--- src/rtl/axi_pkg.sv ---
// rtl/axi_pkg.sv - shared FSM state encoding, read-response codes and default widths
package axi_pkg;

    localparam int ADDR_WIDTH_DEF      = 32;
    localparam int DATA_WIDTH_DEF      = 32;
    localparam int BURST_LEN_WIDTH_DEF = 8;

    localparam logic [1:0] RRESP_OKAY = 2'b00;

    typedef enum logic [1:0] {
        IDLE  = 2'd0,
        ISSUE = 2'd1,
        BUSY  = 2'd2
    } arb_state_t;

endpackage

--- src/rtl/arb2_grant.sv ---
// rtl/arb2_grant.sv - two-way one-hot grant; on a tie the port named by ptr wins
module arb2_grant (
    input  logic [1:0] req,
    input  logic       ptr,
    output logic [1:0] grant
);

    always_comb begin
        grant = 2'b00;
        case (req)
            2'b01:   grant = 2'b01;
            2'b10:   grant = 2'b10;
            2'b11:   grant = ptr ? 2'b10 : 2'b01;
            default: grant = 2'b00;
        endcase
    end

endmodule

--- src/rtl/axi_rd_arbiter.sv ---
// rtl/axi_rd_arbiter.sv - two requesters sharing one read-burst master, beats routed back to the owner
// AXI_RD_ARB_RR_EN: round-robin tie-break; otherwise port 0 has fixed priority
module axi_rd_arbiter
    import axi_pkg::*;
#(
    parameter int ADDR_WIDTH      = ADDR_WIDTH_DEF,
    parameter int DATA_WIDTH      = DATA_WIDTH_DEF,
    parameter int BURST_LEN_WIDTH = BURST_LEN_WIDTH_DEF
) (
    input  logic                       clk,
    input  logic                       rst,
    input  logic                       req0_valid,
    input  logic [ADDR_WIDTH-1:0]      req0_addr,
    input  logic [BURST_LEN_WIDTH-1:0] req0_len,
    output logic                       req0_ready,
    output logic                       req0_rvalid,
    output logic [DATA_WIDTH-1:0]      req0_rdata,
    output logic                       req0_done,
    output logic                       req0_err,
    input  logic                       req1_valid,
    input  logic [ADDR_WIDTH-1:0]      req1_addr,
    input  logic [BURST_LEN_WIDTH-1:0] req1_len,
    output logic                       req1_ready,
    output logic                       req1_rvalid,
    output logic [DATA_WIDTH-1:0]      req1_rdata,
    output logic                       req1_done,
    output logic                       req1_err,
    output logic                       m_start,
    output logic [ADDR_WIDTH-1:0]      m_addr,
    output logic [BURST_LEN_WIDTH-1:0] m_len,
    input  logic                       m_rvalid,
    input  logic [DATA_WIDTH-1:0]      m_rdata,
    input  logic [1:0]                 m_rresp,
    input  logic                       m_done
);

    arb_state_t state;
    arb_state_t state_next;
    logic       grant_id;
    logic       err_acc;
    logic       ptr;
    logic [1:0] grant;
    logic       in_busy;
    logic       own0;
    logic       own1;
    logic       beat_err;
    logic       arb_take;

    assign arb_take = (state == IDLE) && (req0_valid || req1_valid);

    arb2_grant u_grant (
        .req   ({req1_valid, req0_valid}),
        .ptr   (ptr),
        .grant (grant)
    );

`ifdef AXI_RD_ARB_RR_EN
    // Pointer moves to the port that just lost, so it wins the next tie.
    always_ff @(posedge clk or posedge rst) begin
        if (rst) begin
            ptr <= 1'b0;
        end else if (arb_take) begin
            ptr <= ~grant[1];
        end
    end
`else
    assign ptr = 1'b0;
`endif

    always_ff @(posedge clk or posedge rst) begin
        if (rst) begin
            state    <= IDLE;
            grant_id <= 1'b0;
            m_addr   <= '0;
            m_len    <= '0;
            err_acc  <= 1'b0;
        end else begin
            state <= state_next;
            case (state)
                IDLE: begin
                    if (arb_take) begin
                        grant_id <= grant[1];
                        m_addr   <= grant[1] ? req1_addr : req0_addr;
                        m_len    <= grant[1] ? req1_len  : req0_len;
                    end
                end
                ISSUE:   err_acc <= 1'b0;
                BUSY:    if (beat_err) err_acc <= 1'b1;
                default: err_acc <= err_acc;
            endcase
        end
    end

    always_comb begin
        state_next = state;
        m_start    = 1'b0;
        req0_ready = 1'b0;
        req1_ready = 1'b0;
        case (state)
            IDLE: begin
                if (arb_take) state_next = ISSUE;
            end
            ISSUE: begin
                state_next = BUSY;
                m_start    = 1'b1;
                req0_ready = ~grant_id;
                req1_ready = grant_id;
            end
            BUSY: begin
                if (m_done) state_next = IDLE;
            end
            default: state_next = IDLE;
        endcase
    end

    // Return path is purely combinational so beats reach the owner with no added latency.
    assign in_busy  = (state == BUSY);
    assign own0     = in_busy && !grant_id;
    assign own1     = in_busy && grant_id;
    assign beat_err = in_busy && m_rvalid && (m_rresp != RRESP_OKAY);

    assign req0_rvalid = own0 && m_rvalid;
    assign req1_rvalid = own1 && m_rvalid;
    assign req0_rdata  = own0 ? m_rdata : '0;
    assign req1_rdata  = own1 ? m_rdata : '0;
    assign req0_done   = own0 && m_done;
    assign req1_done   = own1 && m_done;
    assign req0_err    = req0_done && (err_acc || beat_err);
    assign req1_err    = req1_done && (err_acc || beat_err);

endmodule

--- config.mk ---
export PLATFORM = sky130hd
export DESIGN_NAME = axi_rd_arbiter
export DESIGN_NICKNAME = d
export VERILOG_FILES = /design/src/rtl/axi_pkg.sv /design/src/rtl/arb2_grant.sv /design/src/rtl/axi_rd_arbiter.sv
export SDC_FILE = /design/constraint.sdc
export NUM_CORES = 1
export LEC_CHECK = 0
export CAP_MARGIN = 40
export CORE_MARGIN = 4
export CORE_UTILIZATION = 34
export CTS_CLUSTER_SIZE = 25
export DETAILED_ROUTE_END_ITERATION = 12
export GPL_TIMING_DRIVEN = 0
export HOLD_SLACK_MARGIN = 0.15
export PLACE_DENSITY = 0.83
export SLEW_MARGIN = 0
export SYNTH_ARGS = -nofsm -noshare
export SYNTH_HDL_FRONTEND = slang
export SYNTH_SLANG_ARGS = --single-unit
export TNS_END_PERCENT = 10
--- constraint.sdc ---
create_clock -name clk -period 1.8 [get_ports clk]
set_input_delay 0.36 -clock clk [delete_from_list [all_inputs] [get_ports clk]]
set_output_delay 0.36 -clock clk [all_outputs]
set_load 0.005 [all_outputs]
==> impl_metrics.toml <==
[place]
dp_hpwl_um = 8710
placed_cells = 565
numPortBuffers = 232
gp_congestion = 0.886
place_area_mm2 = 0.00544

[timing]
worst_slack_ns = -0.203
rsz0062_at_grt = "true"
relSlewSlack_pct = 68.1
fmax_mhz = 499
fin_crit_sh_pct = 111
setup_viol = 57
finalHoldViolCount = 0
slew_violations = 0
worstMarginPinSlew_ns = 0.478
min_period_ns = 2.00
fin_setup_tns_ns = -6.24
skew_ns = 0.00533

[detailed_routing]
via_per_inst = 4.73
postRouteAntennaNets = 0
routed_wl_um = 11800
drtIter0Drc = 42
vias = 2856
wire_per_inst_um = 19.5
drcViolationCount = 0
dr.pass1.iters = 4

[critical_path]
arrival_ns = 1.64
cp-start-kind = "flop"
reg2reg_from = "state[1]"
crit_type = "flop to output pin"
crit_path_end_kind = "output pin"
worstPathRequired_ns = 1.44
worstPathMaxFanout = 4
r2r_slack_ns = 0.12
rr_endpoint = "m_addr[24]"
r2r_cells = 5

[pwr]
p_leak_nw = 2.81
vdd_ir_drop_max_mv = 0.601
switching_power_mw = 2.14
power_density_mw_per_mm2 = 1210
swShare_pct = 30.0
pwr-share-comb_pct = 65.6
seqPwrFrac_pct = 25.6
p_int_mw = 4.98
clkPwrFrac_pct = 8.8

[clocking]
clock_latency_ns = 0.29
cts_hold_buf = 0
cts_root_buf = "clkbuf_8"
cts_tree = "built"
numCtsBuffers = 5
clk_path_buf_depth = 2
clock-sinks = 44
htree_num_levels = 2
path_clk_slew_ns = 0.08

[floorplan]
core_mm2 = 0.00834
fp-row-count = 33
chipHeight_um = 101
dieWidth_um = 101
start_util_pct = 35.5
dieArea_mm2 = 0.0103
ios = 233

[global_routing]
antenna_found_initial = 0
grt_max_degree = 25
overflow = 0
grt_pass1_wl_um = 16500
grt_pass1_vias = 3062
track_usage_pct = 21.1

[flow_run]
maxCapViolCount = 0

[yosys]
ys_seq_area_share_pct = 37.2
ys_ff_latch = 44
yosys.cell_types.count = 18
synth_fp_nets = 347
syn_inst = 227
syn_area_mm2 = 0.00296
yosys_warnings = 0
synth_area_per_cell_um2 = 13.0

[layout]
area_growth_pct = 99.1
nets = 618
fillCellCount = 560
finalNonFillerCells = 604
final_layout_size_suffix_gt1_share_pct = 49.3
n_antenna_cell = 0
postLayoutCellArea_mm2 = 0.00589

[outcome]
violations = "negative setup slack"
status = "finished with violations"

[hold_path]
min_path_type = "input pin to asynchronous set/reset pin"
cells in the final DEF (no fill, tap or decap), types with 3 or more instances in the layout:
cell,netlist,routed
and2_1,70,37
and2_4,0,33
buf_2,0,29
buf_4,0,10
buf_6,8,52
buf_8,0,6
clkbuf_2,0,9
clkbuf_8,0,12
clkdlybuf4s50_1,0,159
dfrtp_1,44,43
mux2_4,79,79
nor2_1,3,3
layer usage:
layer  track usage, %  up-vias  routed length [um]
met1             19.9     1358                3770
li1                 -     1305                   -
met2             41.0      163                6380
met4             8.90        0                 488
met5                0        -                   0
met3             6.82       30                1150
cell families after synthesis:
family                 Yosys count  synth area share (%)
muxes                           80                  40.5
buffers and inverters           18                  4.31
DFF                             44                  37.2
and+or+nand+nor                 80                  17.0
AOI/OAI and AO/OA                5                  1.06
per-stage QoR:
stage / utilization [%] / worst slack (ns) / hold slack (ns) / power (mW)
detailed placement: 65.2 / -0.562 / 0.492 / 5.78
global route: 70.6 / -0.282 / 0.459 / 7.53
finish: 70.6 / -0.203 / 0.424 / 7.12
global placement: 64.9 / -0.560 / 0.491 / 5.70
floorplan: - / 0.352 / 0.446 / 3.62
CTS: 68.5 / -0.245 / 0.436 / 6.92
power by group through the flow:
stage	clock network, mW	logic [mW]	registers [mW]
detailed placement	0	3.96	1.82
floorplan	0	1.80	1.82
CTS	0.654	4.43	1.83
global route	0.688	4.94	1.90
finish	0.627	4.67	1.83
global placement	0	3.90	1.80
final cells by class:
type                            count  area, um^2  area share (%)
Timing Repair Buffer              262        2510            42.5
Buffer                             14         176            2.99
Inverter                            4        15.0           0.255
Clock buffer                        8        90.1            1.53
Sequential cell                    44        1100            18.7
Multi-Input combinational cell    167        1870            31.7
Tap cell                          105         131            2.23
Yosys cell counts, drive strengths merged:
master	number	area, um^2
nor2b	1	13.8
mux2	80	1200
nor3	1	5.00
a21oi	2	10.0
and3b	1	8.76
o21ai	1	5.00
and3	1	6.26
and2	70	438
o21a	1	8.76
nor2	4	17.5
inv	4	15.0
o31ai	1	7.51
clkbuf	6	22.5
nand2b	2	12.5
dfrtp	44	1100
buf	8	90.1
worst max-delay path by stage:
stage                         from        endpoint  slack [ns]  cells past startpoint
after floorplan           state[0]  req0_rdata[10]        0.35                      4
after global placement    m_rvalid        req0_err       -0.56                      5
after detailed placement  m_rvalid        req0_err       -0.56                      5
after CTS                 state[0]   req0_rdata[8]       -0.25                      7
after global routing      state[0]   req0_rdata[5]       -0.28                      7
final                     state[0]   req0_rdata[5]       -0.20                      7
worst max-delay path, cell delays in order, from the launching register on:
cell and delay [ns]:
dfrtp_1 0.42, nand2b_4 0.17, nor2_4 0.17, buf_6 0.14
buf_8 0.10, buf_6 0.09, and2_1 0.13, buf_2 0.13
sequential cells by signal (all words and copies together), names as in the netlist:
register,flops
m_addr,32
grant_id,1
m_len,8
err_acc,1
state,2
timing repair:
action | CTS | global route
pin swaps | 27 | 6
setup buffers | 21 | 2
endpoints found under the setup margin | 73 | 71
gates resized for setup | 324 | 69
gates cloned | 8 | 0
(Power assumes the default switching activity.)
